## src/rtl/speck_sched_pkg.sv

```systemverilog
// rtl/speck_sched_pkg.sv - shared constants, state encoding and rotate helpers for the SPECK round scheduler
//
// Purpose: word and rotation constants for SPECK-128/128, the scheduler
// state encoding, reset constants and small rotate helpers.
// Ports: none (package).

package speck_sched_pkg;

    localparam int WORD_W = 64;
    localparam int ROT_A  = 8;
    localparam int ROT_B  = 3;
    localparam int RND_W  = 6;

    typedef enum logic [1:0] {
        ST_IDLE = 2'd0,
        ST_RUN  = 2'd1,
        ST_DONE = 2'd2
    } state_t;

    localparam state_t              RST_STATE = ST_IDLE;
    localparam logic [WORD_W-1:0]   RST_WORD  = '0;
    localparam logic [RND_W-1:0]    RST_RND   = '0;
    localparam logic [2*WORD_W-1:0] RST_CT    = '0;

    function automatic logic [WORD_W-1:0] ror(input logic [WORD_W-1:0] v, input int n);
        return (v >> n) | (v << (WORD_W - n));
    endfunction

    function automatic logic [WORD_W-1:0] rol(input logic [WORD_W-1:0] v, input int n);
        return (v << n) | (v >> (WORD_W - n));
    endfunction

endpackage

```

## src/rtl/speck_round_step.sv

```systemverilog
// rtl/speck_round_step.sv - combinational SPECK-128/128 round plus key-schedule step
//
// Purpose: maps (x, y, k, l, rnd) to the next (x, y, k, l). The round uses
// the incoming k; the key schedule uses rnd as its round constant.
// Ports:
//   x_i, y_i  in   64  current cipher state words
//   k_i, l_i  in   64  current round key and key-schedule word
//   rnd_i     in    6  round index used as key-schedule constant
//   x_o, y_o  out  64  cipher state after one round
//   k_o, l_o  out  64  key-schedule state after one step

module speck_round_step
    import speck_sched_pkg::*;
(
    input  logic [WORD_W-1:0] x_i,
    input  logic [WORD_W-1:0] y_i,
    input  logic [WORD_W-1:0] k_i,
    input  logic [WORD_W-1:0] l_i,
    input  logic [RND_W-1:0]  rnd_i,
    output logic [WORD_W-1:0] x_o,
    output logic [WORD_W-1:0] y_o,
    output logic [WORD_W-1:0] k_o,
    output logic [WORD_W-1:0] l_o
);

    assign x_o = (ror(x_i, ROT_A) + y_i) ^ k_i;
    assign y_o = rol(y_i, ROT_B) ^ x_o;
    assign l_o = (ror(l_i, ROT_A) + k_i) ^ {{(WORD_W-RND_W){1'b0}}, rnd_i};
    assign k_o = rol(k_i, ROT_B) ^ l_o;

endmodule

```

## src/rtl/speck_round_scheduler.sv

```systemverilog
// rtl/speck_round_scheduler.sv - round-robin shared iterative SPECK-128/128 engine
//
// Purpose: arbitrates NUM_REQ requesters round-robin onto one iterative
// SPECK-128/128 datapath, runs NUM_ROUNDS rounds (one per clock) and
// returns the ciphertext tagged with the owning requester index.
// Optional build macro: SPECK_SCHED_DBG_EN adds dbg_state / dbg_round.
// Ports:
//   clk, rst        in   1            clock, synchronous active-high reset
//   req_valid       in   NUM_REQ      per-requester job request
//   req_ready       out  NUM_REQ      one-hot (or zero) accept, IDLE only
//   req_key         in   NUM_REQ*128  packed keys, requester r at [128r +: 128]
//   req_plaintext   in   NUM_REQ*128  packed plaintexts, same packing
//   rsp_valid       out  1            ciphertext available
//   rsp_ready       in   1            consumer accepts the response
//   rsp_id          out  ID_W         owner of the response
//   rsp_ciphertext  out  128          {x, y}
//   busy            out  1            state is not IDLE
//   dbg_state       out  2            (debug build) IDLE=0, RUN=1, DONE=2
//   dbg_round       out  6            (debug build) live round counter

module speck_round_scheduler
    import speck_sched_pkg::*;
#(
    parameter  int NUM_REQ    = 2,
    parameter  int NUM_ROUNDS = 32,
    localparam int ID_W       = (NUM_REQ > 1) ? $clog2(NUM_REQ) : 1
) (
    input  logic                   clk,
    input  logic                   rst,
    input  logic [NUM_REQ-1:0]     req_valid,
    output logic [NUM_REQ-1:0]     req_ready,
    input  logic [NUM_REQ*128-1:0] req_key,
    input  logic [NUM_REQ*128-1:0] req_plaintext,
    output logic                   rsp_valid,
    input  logic                   rsp_ready,
    output logic [ID_W-1:0]        rsp_id,
    output logic [127:0]           rsp_ciphertext,
    output logic                   busy
`ifdef SPECK_SCHED_DBG_EN
    ,
    output logic [1:0]             dbg_state,
    output logic [5:0]             dbg_round
`endif
);

    localparam logic [RND_W-1:0] LAST_RND = RND_W'(NUM_ROUNDS - 1);

    state_t              state_q;
    logic [ID_W-1:0]     ptr_q;
    logic [WORD_W-1:0]   x_q, y_q, k_q, l_q;
    logic [WORD_W-1:0]   x_d, y_d, k_d, l_d;
    logic [RND_W-1:0]    rnd_q;
    logic                rsp_valid_q;
    logic [ID_W-1:0]     rsp_id_q;
    logic [127:0]        rsp_ct_q;

    logic                found;
    logic [NUM_REQ-1:0]  grant_vec;
    logic [ID_W-1:0]     grant_id;
    logic [ID_W-1:0]     ptr_d;
    logic [127:0]        sel_key;
    logic [127:0]        sel_pt;

    // Round-robin pick: the first pass only considers indices at or above
    // ptr; the second pass covers the wrap-around when none of those request.
    always_comb begin
        found     = 1'b0;
        grant_vec = '0;
        grant_id  = '0;
        sel_key   = '0;
        sel_pt    = '0;
        for (int i = 0; i < NUM_REQ; i++) begin
            if (!found && req_valid[i] && (ID_W'(i) >= ptr_q)) begin
                found        = 1'b1;
                grant_vec[i] = 1'b1;
                grant_id     = ID_W'(i);
                sel_key      = req_key[i*128 +: 128];
                sel_pt       = req_plaintext[i*128 +: 128];
            end
        end
        for (int i = 0; i < NUM_REQ; i++) begin
            if (!found && req_valid[i]) begin
                found        = 1'b1;
                grant_vec[i] = 1'b1;
                grant_id     = ID_W'(i);
                sel_key      = req_key[i*128 +: 128];
                sel_pt       = req_plaintext[i*128 +: 128];
            end
        end
        ptr_d = (int'(grant_id) == NUM_REQ - 1) ? '0 : grant_id + 1'b1;
    end

    assign req_ready = (state_q == ST_IDLE && !rst) ? grant_vec : '0;

    speck_round_step u_step (
        .x_i   (x_q),
        .y_i   (y_q),
        .k_i   (k_q),
        .l_i   (l_q),
        .rnd_i (rnd_q),
        .x_o   (x_d),
        .y_o   (y_d),
        .k_o   (k_d),
        .l_o   (l_d)
    );

    always_ff @(posedge clk) begin
        if (rst) begin
            state_q     <= RST_STATE;
            ptr_q       <= '0;
            x_q         <= RST_WORD;
            y_q         <= RST_WORD;
            k_q         <= RST_WORD;
            l_q         <= RST_WORD;
            rnd_q       <= RST_RND;
            rsp_valid_q <= 1'b0;
            rsp_id_q    <= '0;
            rsp_ct_q    <= RST_CT;
        end else begin
            case (state_q)
                ST_IDLE: begin
                    if (found) begin
                        x_q      <= sel_pt[127:64];
                        y_q      <= sel_pt[63:0];
                        k_q      <= sel_key[63:0];
                        l_q      <= sel_key[127:64];
                        rnd_q    <= '0;
                        rsp_id_q <= grant_id;
                        ptr_q    <= ptr_d;
                        state_q  <= ST_RUN;
                    end
                end
                ST_RUN: begin
                    x_q   <= x_d;
                    y_q   <= y_d;
                    k_q   <= k_d;
                    l_q   <= l_d;
                    rnd_q <= rnd_q + 1'b1;
                    // The response word is captured from the step output so
                    // rsp_valid and rsp_ciphertext appear on the same edge.
                    if (rnd_q == LAST_RND) begin
                        rsp_ct_q    <= {x_d, y_d};
                        rsp_valid_q <= 1'b1;
                        state_q     <= ST_DONE;
                    end
                end
                ST_DONE: begin
                    if (rsp_ready) begin
                        rsp_valid_q <= 1'b0;
                        state_q     <= ST_IDLE;
                    end
                end
                default: state_q <= ST_IDLE;
            endcase
        end
    end

    assign rsp_valid      = rsp_valid_q;
    assign rsp_id         = rsp_id_q;
    assign rsp_ciphertext = rsp_ct_q;
    assign busy           = (state_q != ST_IDLE);

`ifdef SPECK_SCHED_DBG_EN
    assign dbg_state = state_q;
    assign dbg_round = rnd_q;
`endif

endmodule

```

## config.mk

```make
export PLATFORM = sky130hd
export DESIGN_NAME = speck_round_scheduler
export DESIGN_NICKNAME = d
export VERILOG_FILES = /design/src/rtl/speck_sched_pkg.sv /design/src/rtl/speck_round_step.sv /design/src/rtl/speck_round_scheduler.sv
export SDC_FILE = /design/constraint.sdc
export NUM_CORES = 1
export LEC_CHECK = 0
export ABC_CLOCK_PERIOD_IN_PS = 7600
export BUFFER_PORTS_ARGS = -buffer_cell sky130_fd_sc_hd__clkbuf_2
export CAP_MARGIN = 5
export CORE_AREA = 3 3 254 256
export DETAILED_ROUTE_END_ITERATION = 6
export DIE_AREA = 0 0 257 259
export PLACE_DENSITY = 0.66
export SKIP_CTS_REPAIR_TIMING = 1
export SLEW_MARGIN = 20
export SYNTH_ARGS = -nofsm -noshare
export SYNTH_HDL_FRONTEND = slang
export SYNTH_HIERARCHICAL = 1
export SYNTH_SLANG_ARGS = --single-unit
```

## constraint.sdc

```tcl
create_clock -name clk -period 7.6 [get_ports clk]
set_input_delay 1.52 -clock clk [delete_from_list [all_inputs] [get_ports clk]]
set_output_delay 1.52 -clock clk [all_outputs]
set_load 0.01 [all_outputs]
```

==> results_dict.tcl <==
set metrics [dict create \
    status "finished, violations left" \
    violations "design-rule violations" \
    synth_top_cell_by_area "dfxtp_1" \
    ys_seq_elements 395 \
    cts_buffers 44 \
    critPathKind "primary input to output pin" \
    syn_area_per_cell_um2 8.55 \
    ant_nets 0 \
    leakage_nw 13.5 \
    synth.most_common_cell "dfxtp_1" \
    setup_viol 0 \
    cts_num_sinks 395 \
    crit_buf_inv 2 \
    wire_per_inst_um 24.5 \
    syn-instance-count 3152 \
    worstPathArrival_ps 3580 \
    grt_max_degree 175 \
    cp_max_fo 59 \
    synth_top_cells_by_count "dfxtp_1 (395), nand2_1 (374), a21oi_1 (281)" \
    finalSetupTns_ps 0 \
    final_layout_size_suffix_gt1_share_pct 21.4 \
    root_buffer "clkbuf_16" \
    slew_violations 0 \
    gp_congestion 0.948 \
    synth_top_area_share_pct 29.3 \
    die_area_mm2 0.0666 \
    max_stage_delay_ps 810 \
    r2r_start "k_q[0]$_SDFFE_PP0P_" \
    synth_area_mm2 0.0270 \
    row_count 92 \
    cts_tree "done" \
    cts.reportedPaths.clkPinSlew_ps 60 \
    initial_core_util_pct 43.0 \
    drt-initial-drc-count 3002 \
    max-slew-margin-rel_pct 19.9 \
    synthArstFlopShare_pct 0 \
    die_w_um 257 \
    timing.final.crit_share_pct 67.1 \
    worstPathRequired_ps 6080 \
    synth_cell_types 88 \
    hold_path.class "flop to flop" \
    wl_mm 109 \
    cts.path.max_buffers 3 \
    dp_hpwl_mm 84.3 \
    core_area_mm2 0.0627 \
    synth_nets 3798 \
    synth_area_leaders "dfxtp_1 (29%), a32o_1 (9.5%), a221o_1 (8.1%)" \
    worst_slew_pin_slew_ps 1200 \
    clock_latency_ps 590 \
    grt_usage_pct 30.9 \
    cp-start-kind "primary input" \
    crit_path_frequent_cell "clkbuf_2" \
    place_area_mm2 0.0302 \
    rsz0062_at_grt "no" \
    dieHeight_um 259 \
    drt_pass1_iterations 7 \
    htreeDepth 2 \
    synth-edff-count 0 \
    synth_ff_type "dfxtp_1" \
    endpoint_kind "output pin" \
    seq_area_frac_synth_pct 29.3 \
    crit_family "simple AND/OR/NAND/NOR gates" \
    final_nets 4230 \
    pin_count 650 \
    yosys_warnings 6 \
    utilization_pct 50.4 \
    vias 27456 \
    viasPerCell 6.16 \
    min_from "rsp_ciphertext[70]$_SDFFE_PP0P_" \
    startpoint "req_valid[1]" \
    grt_pass1_vias 25683 \
    antenna_found_initial 7 \
    drc 1 \
    fin_crit_ps 5100 \
    fin_area_mm2 0.0316 \
    peakVddDrop_mv 0.199 \
    skew_ps 15.2 \
    grt.overflow.total 0 \
    cp_cell_sequence "clkbuf_2 > and2_4 > nor3b_1 > clkbuf_2" \
    area_growth_pct 17.3 \
    slowest_stage "clkbuf_2" \
    io_buffers 649 \
    cap_violations 0 \
    hold_viol 0 \
    p_per_area_mw_per_mm2 259 \
    fmax_ghz 0.196 \
    grt_pass1_wl_mm 159 \
]
-- registers in the layout, indices dropped and copies added, names as in the netlist --
signal          flops
rsp_ciphertext    128
k_q                64
l_q                64
x_q                64
y_q                64
rnd_q               6
state_q             2
ptr_q               1
rsp_id              1
rsp_valid           1
-- path summary, 6_finish.rpt --
kind	end	slack [ps]	cells past startpoint
worst max-delay path	req_ready[1]	2500	4
worst min-delay path	rsp_ciphertext[70]$_SDFFE_PP0P_	450	2
worst max register to register	k_q[56]$_SDFFE_PP0P_	3180	15
worst min register to register	rsp_ciphertext[70]$_SDFFE_PP0P_	450	2
-- cells in the final DEF (no fill, tap or decap), drive strengths merged, types with 9 or more instances in the layout --
master	n
a31oi	14
nor2	124
buf	23
a221o	217
dfxtp	395
nand2	374
o21ai	73
nand3	27
xor2	184
xnor2	142
clkbuf	707
inv	43
nor2b	11
nor3	27
a21o	63
nand4	48
o31ai	14
ha	127
a21oi	282
a222oi	41
a32o	256
o21a	20
o21bai	31
nand2b	226
a211oi	9
a21boi	15
-- kinds of logic after synthesis --
kind of cell    Yosys count  share of synthesized area [%]
compound gates         1089                           32.3
xor+xnor                330                           11.0
fa+ha+maj               129                           6.04
buf+inv                 326                           5.38
flops                   395                           29.3
simple gates            883                           15.9
-- routing by layer --
metal  up-vias  GRT usage, %  routed length [um]
li1      12745             -                   -
met1     13264          42.3               47100
met2      1288          49.5               49300
met3       153          6.52                9880
met4         6          8.11                2860
met5         -             0                  43
-- worst register-to-register path, cell delays in order (launching register included) --
cell and delay (ps):
dfxtp_1 580, ha_1 270, inv_1 60, fa_1 400, nor2b_1 200, o2111ai_1 200, nand2_1 170, o2111ai_1 170
a21oi_1 270, o21bai_1 210, o31ai_1 550, a21boi_1 240, o21ai_1 280, xor3_1 260, nand2b_1 150, a32o_1 270
-- final cells by class --
type | instances | area [um2]
multi-input cells | 2431 | 17600
diodes | 3 | 7.51
fillers | 6192 | 31100
repair buffers | 671 | 3440
clock buffers | 59 | 1240
flip-flops and latches | 395 | 7910
well taps | 846 | 1060
inverters | 41 | 154
clock inverters | 13 | 170
-- where the power goes --
group          switching (W)  total [W]  internal (W)
Combinational        0.00197    0.00340       0.00142
Clock               0.000909    0.00215       0.00124
Sequential          0.000331    0.00263       0.00230
-- through the flow --
stage          hold WS (ps)  cells  total power, W  worst slack (ps)
2_1_floorplan           446   3152         0.00492              3300
3_3_place_gp            442   4384         0.00598              2600
3_5_place_dp            445   4384         0.00598              2530
4_1_cts                 453   4456         0.00814              2520
5_1_grt                 465   4458         0.00857              2390
6_report                452   4459         0.00817              2500
Power figures use the tool's default switching activity.
